$ cat config.mk
export PLATFORM = sky130hd
export DESIGN_NAME = uart_rx
export DESIGN_NICKNAME = d
export VERILOG_FILES = /design/src/rtl/uart_rx.sv
export SDC_FILE = /design/constraint.sdc
export NUM_CORES = 1
export LEC_CHECK = 0
export CAP_MARGIN = 0
export CORE_ASPECT_RATIO = 0.9
export CORE_MARGIN = 3
export CORE_UTILIZATION = 40
export DETAILED_ROUTE_END_ITERATION = 6
export HOLD_SLACK_MARGIN = 0.1
export SLEW_MARGIN = 20
export SYNTH_ARGS = -nofsm -noshare
export SYNTH_HDL_FRONTEND = slang
export SYNTH_SLANG_ARGS = --single-unit
$ cat constraint.sdc
create_clock -name clk -period 4.82 [get_ports clk]
set_input_delay 0.482 -clock clk [delete_from_list [all_inputs] [get_ports clk]]
set_output_delay 0.482 -clock clk [all_outputs]
set_load 0.03 [all_outputs]
$ cat src/rtl/uart_rx.sv
// UART receiver (8N1): 2-flop input synchronizer, mid-bit sampling, framing-error/break handling.
// Optional running byte checksum on sum_o when UART_RX_CHECKSUM_EN is defined.
module uart_rx #(
    parameter int unsigned CLOCKS_PER_BIT = 4
) (
    input  logic        clk,
    input  logic        rst,
    input  logic        rx_i,
    output logic [7:0]  data_o,
    output logic        valid_o,
    output logic        frame_err_o,
    output logic        busy_o
`ifdef UART_RX_CHECKSUM_EN
    ,
    output logic [31:0] sum_o
`endif
);

    localparam int unsigned TW = $clog2(CLOCKS_PER_BIT) + 1;
    localparam logic [TW-1:0] HALF_LOAD = TW'(CLOCKS_PER_BIT / 2 - 1);
    localparam logic [TW-1:0] FULL_LOAD = TW'(CLOCKS_PER_BIT - 1);

    typedef enum logic [2:0] {
        IDLE,
        START,
        DATA,
        STOP,
        BREAK
    } state_t;

    state_t          state_q, state_d;
    logic [TW-1:0]   timer_q, timer_d;
    logic [2:0]      bit_idx_q, bit_idx_d;
    logic [7:0]      shift_q, shift_d;
    logic [7:0]      data_q, data_d;
    logic            valid_q, valid_d;
    logic            ferr_q, ferr_d;
    logic [1:0]      sync_q;
    logic            rx_s;
    logic            timer_done;

    assign rx_s       = sync_q[1];
    assign timer_done = (timer_q == '0);

    always_ff @(posedge clk) begin
        if (rst) begin
            state_q   <= IDLE;
            timer_q   <= '0;
            bit_idx_q <= '0;
            shift_q   <= '0;
            data_q    <= '0;
            valid_q   <= 1'b0;
            ferr_q    <= 1'b0;
            sync_q    <= 2'b11;
        end else begin
            state_q   <= state_d;
            timer_q   <= timer_d;
            bit_idx_q <= bit_idx_d;
            shift_q   <= shift_d;
            data_q    <= data_d;
            valid_q   <= valid_d;
            ferr_q    <= ferr_d;
            sync_q    <= {sync_q[0], rx_i};
        end
    end

    always_comb begin
        state_d   = state_q;
        timer_d   = timer_q;
        bit_idx_d = bit_idx_q;
        shift_d   = shift_q;
        data_d    = data_q;
        valid_d   = 1'b0;
        ferr_d    = 1'b0;
        case (state_q)
            IDLE: begin
                if (!rx_s) begin
                    state_d = START;
                    timer_d = HALF_LOAD;
                end
            end
            START: begin
                if (timer_done) begin
                    // A line that is high again at mid-start-bit was only a glitch.
                    if (!rx_s) begin
                        state_d   = DATA;
                        timer_d   = FULL_LOAD;
                        bit_idx_d = '0;
                    end else begin
                        state_d = IDLE;
                    end
                end else begin
                    timer_d = timer_q - TW'(1);
                end
            end
            DATA: begin
                if (timer_done) begin
                    shift_d   = {rx_s, shift_q[7:1]};
                    timer_d   = FULL_LOAD;
                    bit_idx_d = bit_idx_q + 3'd1;
                    if (bit_idx_q == 3'd7) begin
                        state_d = STOP;
                    end
                end else begin
                    timer_d = timer_q - TW'(1);
                end
            end
            STOP: begin
                if (timer_done) begin
                    if (rx_s) begin
                        data_d  = shift_q;
                        valid_d = 1'b1;
                        state_d = IDLE;
                    end else begin
                        ferr_d  = 1'b1;
                        state_d = BREAK;
                    end
                end else begin
                    timer_d = timer_q - TW'(1);
                end
            end
            BREAK: begin
                // Wait for the line to return high so a held-low line never looks like a start bit.
                if (rx_s) begin
                    state_d = IDLE;
                end
            end
            default: begin
                state_d = IDLE;
            end
        endcase
    end

    assign data_o      = data_q;
    assign valid_o     = valid_q;
    assign frame_err_o = ferr_q;
    assign busy_o      = (state_q != IDLE);

`ifdef UART_RX_CHECKSUM_EN
    logic [31:0] sum_q;

    // Accumulates on the same edge that raises valid_o, so both change together.
    always_ff @(posedge clk) begin
        if (rst) begin
            sum_q <= '0;
        end else if (valid_d) begin
            sum_q <= sum_q + {24'd0, data_d};
        end
    end

    assign sum_o = sum_q;
`endif

endmodule
## Yosys cells after proc, flatten, opt, wreduce, memory -nomap -nowiden

Cells that the tools add are included.

| word-level totals | value |
|---|---|
| flip-flop bits (word level) | 29 |
| input bits | 3 |

| cells by class | value |
|---|---|
| bitwise operators | 2 |
| reduce and logical (&&, ||, !) cells | 11 |
| multiplexer cells | 20 |
| $add $sub $neg | 2 |
| equality and inequality tests | 14 |

Operator list:

| operator | number |
|---|---|
| $mux 3 | 14 |
| $ne 2x2->1 const B | 8 |
| $pmux 3 s5 | 1 |
| $pmux 3 s4 | 1 |
| $reduce_and 4->1 | 2 |
| $eq 3x2->1 const B | 2 |
| $eq 3x3->1 const B | 2 |
| $logic_not 3->1 | 2 |
| $pmux 3 s2 | 1 |
| $reduce_and 6->1 | 1 |
| $reduce_bool 4->1 | 1 |
| $add 3x1->3 const B | 1 |
| $eq 3x1->1 const B | 1 |
| $ne 3x3->1 const B | 1 |
| $reduce_and 3->1 | 1 |
| $reduce_bool 3->1 | 1 |
| $reduce_or 3->1 | 1 |
| $sub 3x1->3 const B | 1 |
| $mux 1 | 2 |
| $mux 2 | 1 |
| $not 1->1 | 2 |
| $reduce_and 2->1 | 1 |
| $reduce_bool 2->1 | 1 |

## Depth between registers and ports, before layout

Gate-level depths: netlist of the first run.

| depth | value |
|---|---|
| depth in word-level cells | 4 |
| depth in mapped cells | 7 |

## Worst setup path before layout of the first run

No wires, ideal clock.

| path | value |
|---|---|
| path kind | flip-flop to flip-flop |
| start | reg bit_idx_q[0] |
| end | reg state_q[1] |
| data required time | 4.698 ns |
| setup slack | 3.279 ns |
| arrival time | 1.419 ns |
| cell stages (with the launch flop) | 7 |
| cell sequence | dfxtp_1 ha_1 ha_1 nand3b_1 a32o_1 a311o_2 mux2i_1 |

| on the way | value |
|---|---|
| word-level cells in the longest chain between the ends | 3 |

Ends and longest elaborated chain:

| what | line | text |
|---|---|---|
| start, declared | 33 | `logic [2:0] bit_idx_q, bit_idx_d;` |
| start signal, assigned | 58 | `bit_idx_q <= bit_idx_d;` |
| $eq 3x3->1 | 101 | `if (bit_idx_q == 3'd7) begin` |
| $ne 2x2->1 (no line) | n/a |  |
| $reduce_and 6->1 (no line) | n/a |  |
| end signal, assigned | 56 | `state_q <= state_d;` |
| end, declared | 31 | `state_t state_q, state_d;` |

Every way passes these cells.
A chain may end at the register's enable or synchronous reset.

## Worst setup path in the final report of the first run

| path | value |
|---|---|
| start | reg state_q[0] |
| end | out busy_o |

| on the way | value |
|---|---|
| word-level cells in the longest chain between the ends | 1 |

Ends and longest elaborated chain:

| what | line | text |
|---|---|---|
| $reduce_bool 3->1 | 137 | `assign busy_o = (state_q != IDLE);` |
| end, declared | 12 | `output logic busy_o` |

Every way passes these cells.

==> results of run 1 <==
[power by group]
| group | internal (W) | leakage, nW | switching, W |
|---|---|---|---|
| Clock | 0.0000554 | 0.0320 | 0.0000774 |
| Sequential | 0.000244 | 0.235 | 0.00000539 |
| Combinational | 0.0000160 | 0.232 | 0.0000227 |
[metal layers]
layer,wire [um],vias up
li1,-,487
met1,1079,424
met2,923,19
met3,121,4
met4,35,0
met5,0,-
[Yosys cell counts (all sizes together)]
master   count  area, sq um
dfxtp       29        580.6
a22oi        2        15.01
nand3b       1        7.510
nand3        1        5.000
o211ai       2        15.01
a211o        1        10.01
a2111o       1        11.26
o211a        1        10.01
a21oi       11        55.05
nor2        15        56.30
a32o         1        10.01
a311o        1        11.26
mux2i       10        100.1
nor3b        2        15.01
ha           4        50.05
and3         1        6.260
nand2b       1        6.260
or4          1        7.510
nand2       20        75.07
a2111oi      1        8.760
nor4         2        12.51
buf          5        42.53
a311oi       1        8.760
a211oi       1        7.510
nor3         2        21.27
and2         1        6.260
clkbuf       4        16.26
a31oi        1        6.260
or2          2        12.51
inv          5        18.76
o21ai        3        15.01
nor2b        1        6.260
[flip-flops by register name (all words and copies together), names as in the netlist]
signal	count
data_o	8
shift_q	8
bit_idx_q	3
state_q	3
timer_q	3
sync_q	2
frame_err_o	1
valid_o	1
[area by class of cell]
type,count,area share (%)
multi-input cells,91,40.77
clock buffers,6,2.944
flip-flops and latches,29,41.39
well taps,40,3.568
inverters,5,1.338
repair buffers,13,9.277
clock inverters,2,0.7136
[worst register-to-register path, cell delays in order, from the launching register on]
cell and delay [ps]:
dfxtp_1 330, inv_1 80, ha_1 190, nand2b_1 210
nor3_4 530, mux2i_1 250, nor2_1 50
[final timing paths]
check	start	endpoint	slack, ps	cells past startpoint
setup reg to reg	timer_q[0]$_SDFFE_PP0P_	data_o[6]$_SDFFE_PP0P_	3040	6
hold / removal	sync_q[0]$_SDFF_PP1_	sync_q[1]$_SDFF_PP1_	410	1
setup / recovery	state_q[0]$_SDFFE_PP0P_	busy_o	2590	3
hold reg to reg	sync_q[0]$_SDFF_PP1_	sync_q[1]$_SDFF_PP1_	410	1
[metrics by stage]
stage | setup WS [ps] | total power (W)
4_1_cts | 2561 | 0.0004289
3_5_place_dp | 2535 | 0.0002934
6_report | 2589 | 0.0004205
3_3_place_gp | 2572 | 0.0002926
2_1_floorplan | 3279 | 0.0002889
5_1_grt | 2450 | 0.0004463
[cells by family (layout without fill, tap and decap cells)]
family	Yosys count	count (layout)	synth area share (%)
flip-flops	29	29	47.20
multiplexers	10	10	8.139
adder cells (fa/ha/maj)	4	4	4.069
AND/OR/NAND/NOR	50	50	19.33
AO/OA/AOI/OAI	27	27	14.95
buffers and inverters	14	26	6.305
==> impl_metrics.tcl, run 1 <==
set metrics [dict create \
    status "finished, final reports clean" \
    critPathMaxStageDelay_ps 670 \
    rsz0062_at_grt "false" \
    cellPowerDensity_mw_per_mm2 299.8 \
    critical_path_arrival_ps 1750 \
    slew_violations 0 \
    ys_seq_area_share_pct 47.20 \
    yosysUniqueCellTypes 38 \
    first_iter_violations 39 \
    critPathCaptureType "primary output" \
    core_sq_mm 0.002838 \
    worst_pin_slew_ps 903.9 \
    drc_errors 0 \
    clkTransAtPathRegs_ps 90 \
    numCtsBuffers 5 \
    die_h_um 58.61 \
    synth.avg_cell_area_sq_um 9.179 \
    ys_ff_latch 29 \
    maxSlewHeadroom_pct 39.55 \
    critPathTopFamily "buffers and inverters" \
    cts_resized 0 \
    grt_start_max_net_pins 28 \
    hold_viol_final 0 \
    timing.hold.ws_ps 412.5 \
    track_usage_pct 13.47 \
    vias 934 \
    crit_slowest_cell "clkdlybuf4s50_1" \
    io_buffer_count 13 \
    via_per_inst 5.022 \
    gr-usage-met3_pct 4.962 \
    layout.nets 152 \
    fin_area_sq_mm 0.001403 \
    drv_cap 0 \
    multi_input_area_sq_um 571.8 \
    cts_tree "built" \
    layout_commonest_cell "dfxtp_1" \
    clockBufferDepth 2 \
    gp_congestion 0.7789 \
    path_max_fanout 12 \
    fin_util_pct 49.43 \
    io_pins 14 \
    dpl-instance-area_sq_mm 0.001351 \
    synth_area_sq_mm 0.001230 \
    critPathRequiredTime_ps 4340 \
    diodes 0 \
    cts-hold-fix-buffers 0 \
    hpwlAfterDp_um 1517 \
    clock_sinks 29 \
    grt.busiest_layer "met2" \
    setup_violations 0 \
    critical_path_buf_inv_count 2 \
    peakVddDrop_v 0.0001635 \
    grt_util_met1_pct 17.00 \
    fin_setup_tns_ps 0 \
    min_period_ps 2231 \
    clkLatencyLatePin_ps 320 \
    finalCritPeriodShare_pct 46.28 \
    die-area_sq_mm 0.003777 \
    final_cell_mix "29 x dfxtp_1, 20 x nand2_1, 15 x nor2_1" \
    fill_cells 299 \
    criticalPathCategory "flip-flop to primary output" \
    max_freq_mhz 448.3 \
    wl_per_cell_um 11.61 \
    dr.pass1.iters 4 \
    drt-total-wl_um 2160 \
    area_delta_synth_final_pct 14.04 \
    dieWidth_um 64.45 \
    cts-root-buf "clkbuf_4" \
    antenna_found_initial 0 \
    netlist_instances 134 \
    instances_no_fill 186 \
    crit_chain "nor3_1, inv_1, clkdlybuf4s50_1" \
    grt_overflow_total 0 \
    grt_pass1_wl_um 3850 \
    p_leak_nw 0.4988 \
    seq_area_sq_um 580.6 \
    num_rows 18 \
    worstSetupStartpointType "flip-flop" \
    grt_pass1_vias 862 \
    drive_gt1_share_pct 8.904 \
    start_util_pct 43.34 \
    fin_skew_ps 11.48 \
    synth_fp_nets 141 \
    yosysWarnings 0 \
    holdCritPathClass "flip-flop to flip-flop" \
    htreeDepth 2 \
    dpl.cell_count 178 \
    met2_usage_pct 19.71 \
    postCtsSetupRepairBufs 0 \
    ant_nets 0 \
]
No activity file was read; power rests on OpenSTA's default activity.
==> inputs of run 2 (changes only) <==
==> constraint.sdc (replaced) <==
create_clock -name clk -period 2.05 [get_ports clk]
set_input_delay 0.205 -clock clk [delete_from_list [all_inputs] [get_ports clk]]
set_output_delay 0.205 -clock clk [all_outputs]
set_load 0.03 [all_outputs]
==> impl_metrics.tcl, run 2 (same netlist as run 1, synthesis figures left out) <==
set metrics [dict create \
    status "finished, final reports clean" \
    via_per_inst 5.191 \
    place_ws_ps 344.3 \
    core_sq_mm 0.002838 \
    cts-root-buf "clkbuf_4" \
    grt_pass1_vias 923 \
    dpl.cell_count 180 \
    path_max_fanout 8 \
    min_period_ps 1970 \
    finalCritPeriodShare_pct 96.10 \
    fin_util_pct 51.19 \
    gp_congestion 0.8309 \
    holdCritPathClass "flip-flop to flip-flop" \
    grt_overflow_total 0 \
    holdPathEnd "sync_q[1]$_SDFF_PP1_" \
    cts-hold-fix-buffers 0 \
    maxSlewHeadroom_pct 70.90 \
    hp-start "sync_q[0]$_SDFF_PP1_" \
    worstSetupStartpointType "flip-flop" \
    io_pins 14 \
    peakVddDrop_v 0.0005421 \
    drc_errors 0 \
    clkTransAtPathRegs_ps 90 \
    wl_per_cell_um 12.41 \
    track_usage_pct 14.51 \
    hold_viol_final 0 \
    grt_start_max_net_pins 27 \
    io_buffer_count 13 \
    critPathCaptureType "primary output" \
    critical_path_arrival_ps 1760 \
    clock_sinks 29 \
    start_util_pct 43.34 \
    reg2reg_depth 6 \
    cellPowerDensity_mw_per_mm2 801.4 \
    dr.pass1.iters 4 \
    final_cell_mix "28 x dfxtp_1, 20 x nand2_1, 15 x nor2_1" \
    critPathRequiredTime_ps 1850 \
    setup_violations 0 \
    area_delta_synth_final_pct 18.11 \
    rsz0062_at_grt "false" \
    max_freq_mhz 507.6 \
    r2r-start "timer_q[0]$_SDFFE_PP0P_" \
    numCtsBuffers 5 \
    layout_commonest_cell "dfxtp_1" \
    fill_cells 274 \
    die-area_sq_mm 0.003777 \
    layout.nets 154 \
    total_power_w 0.001164 \
    drive_gt1_share_pct 10.81 \
    cts_resized 0 \
    instances_no_fill 188 \
    criticalPathCategory "flip-flop to primary output" \
    num_rows 18 \
    first_iter_violations 61 \
    worst_pin_slew_ps 431.9 \
    drv_cap 0 \
    hpwlAfterDp_um 1630 \
    diodes 0 \
    fin_setup_tns_ps 0 \
    grt_pass1_wl_um 4133 \
    antenna_found_initial 0 \
    clkLatencyLatePin_ps 330 \
    ant_nets 0 \
    clockBufferDepth 2 \
    p_leak_nw 0.5229 \
    drt-total-wl_um 2334 \
    slew_violations 0 \
    fin_skew_ps 12.59 \
    die_h_um 58.61 \
    setup_ws_ps 80.03 \
    rr_endpoint "timer_q[2]$_SDFFE_PP0P_" \
    cts_tree "built" \
    postCtsSetupRepairBufs 0 \
    htreeDepth 2 \
    vias 976 \
    hold_path_depth 1 \
    reg2reg_slack_ps 340 \
    dieWidth_um 64.45 \
]
run 2: changes by cell type in the layout (fill, tap and decap cells not counted), sizes merged:
cell,delta
buf,+2
bufinv,+1
clkbuf,+1
clkinv,-2
run 2: worst max-delay path: stages, from the launching register on:
cell	delay, ps
dfxtp_1	550
nor3_1	120
inv_1	100
clkdlybuf4s50_1	670
run 2: final cells by class:
cell class / instances / area [sq um] / area share, %
Clock buffer: 7 / 55.05 / 3.790
Timing Repair Buffer: 15 / 145.1 / 9.991
Sequential cell: 29 / 581.8 / 40.05
Clock inverter: 1 / 30.03 / 2.067
Tap cell: 40 / 50.05 / 3.445
Inverter: 5 / 18.77 / 1.292
Multi-Input combinational cell: 91 / 571.8 / 39.36
run 2: per-layer routing:
metal | GRT usage (%) | vias to the layer above | part of all wire, %
li1 | - | 497 | -
met1 | 17.85 | 452 | 50
met2 | 21.47 | 19 | 43
met3 | 5.534 | 8 | 4.8
met4 | 9.036 | 0 | 2.6
met5 | 0 | - | 0
run 2: per-stage QoR:
stage	instance area, sq um	hold WS (ps)
finish	1453	430.6
global route	1453	443.5
CTS	1451	421.4
detailed placement	1366	400.5
global placement	1366	392.2
floorplan	1230	308.8
run 2: power by group:
group          internal [W]  switching (W)   total, W
clock network      0.000291       0.000195   0.000486
registers          0.000573      0.0000128   0.000586
logic             0.0000387      0.0000535  0.0000922
run 2: how the worst max path moves through the flow:
stage	slack, ps	start	depth (start not counted)	end
CTS	50	state_q[0]$_SDFFE_PP0P_	3	busy_o
finish	80	state_q[2]$_SDFFE_PP0P_	3	busy_o
global placement	370	timer_q[0]$_SDFFE_PP0P_	6	timer_q[2]$_SDFFE_PP0P_
floorplan	510	bit_idx_q[0]$_SDFFE_PP0P_	6	state_q[1]$_SDFFE_PP0P_
global route	8	state_q[1]$_SDFFE_PP0P_	3	busy_o
detailed placement	340	timer_q[0]$_SDFFE_PP0P_	7	data_o[3]$_SDFFE_PP0P_
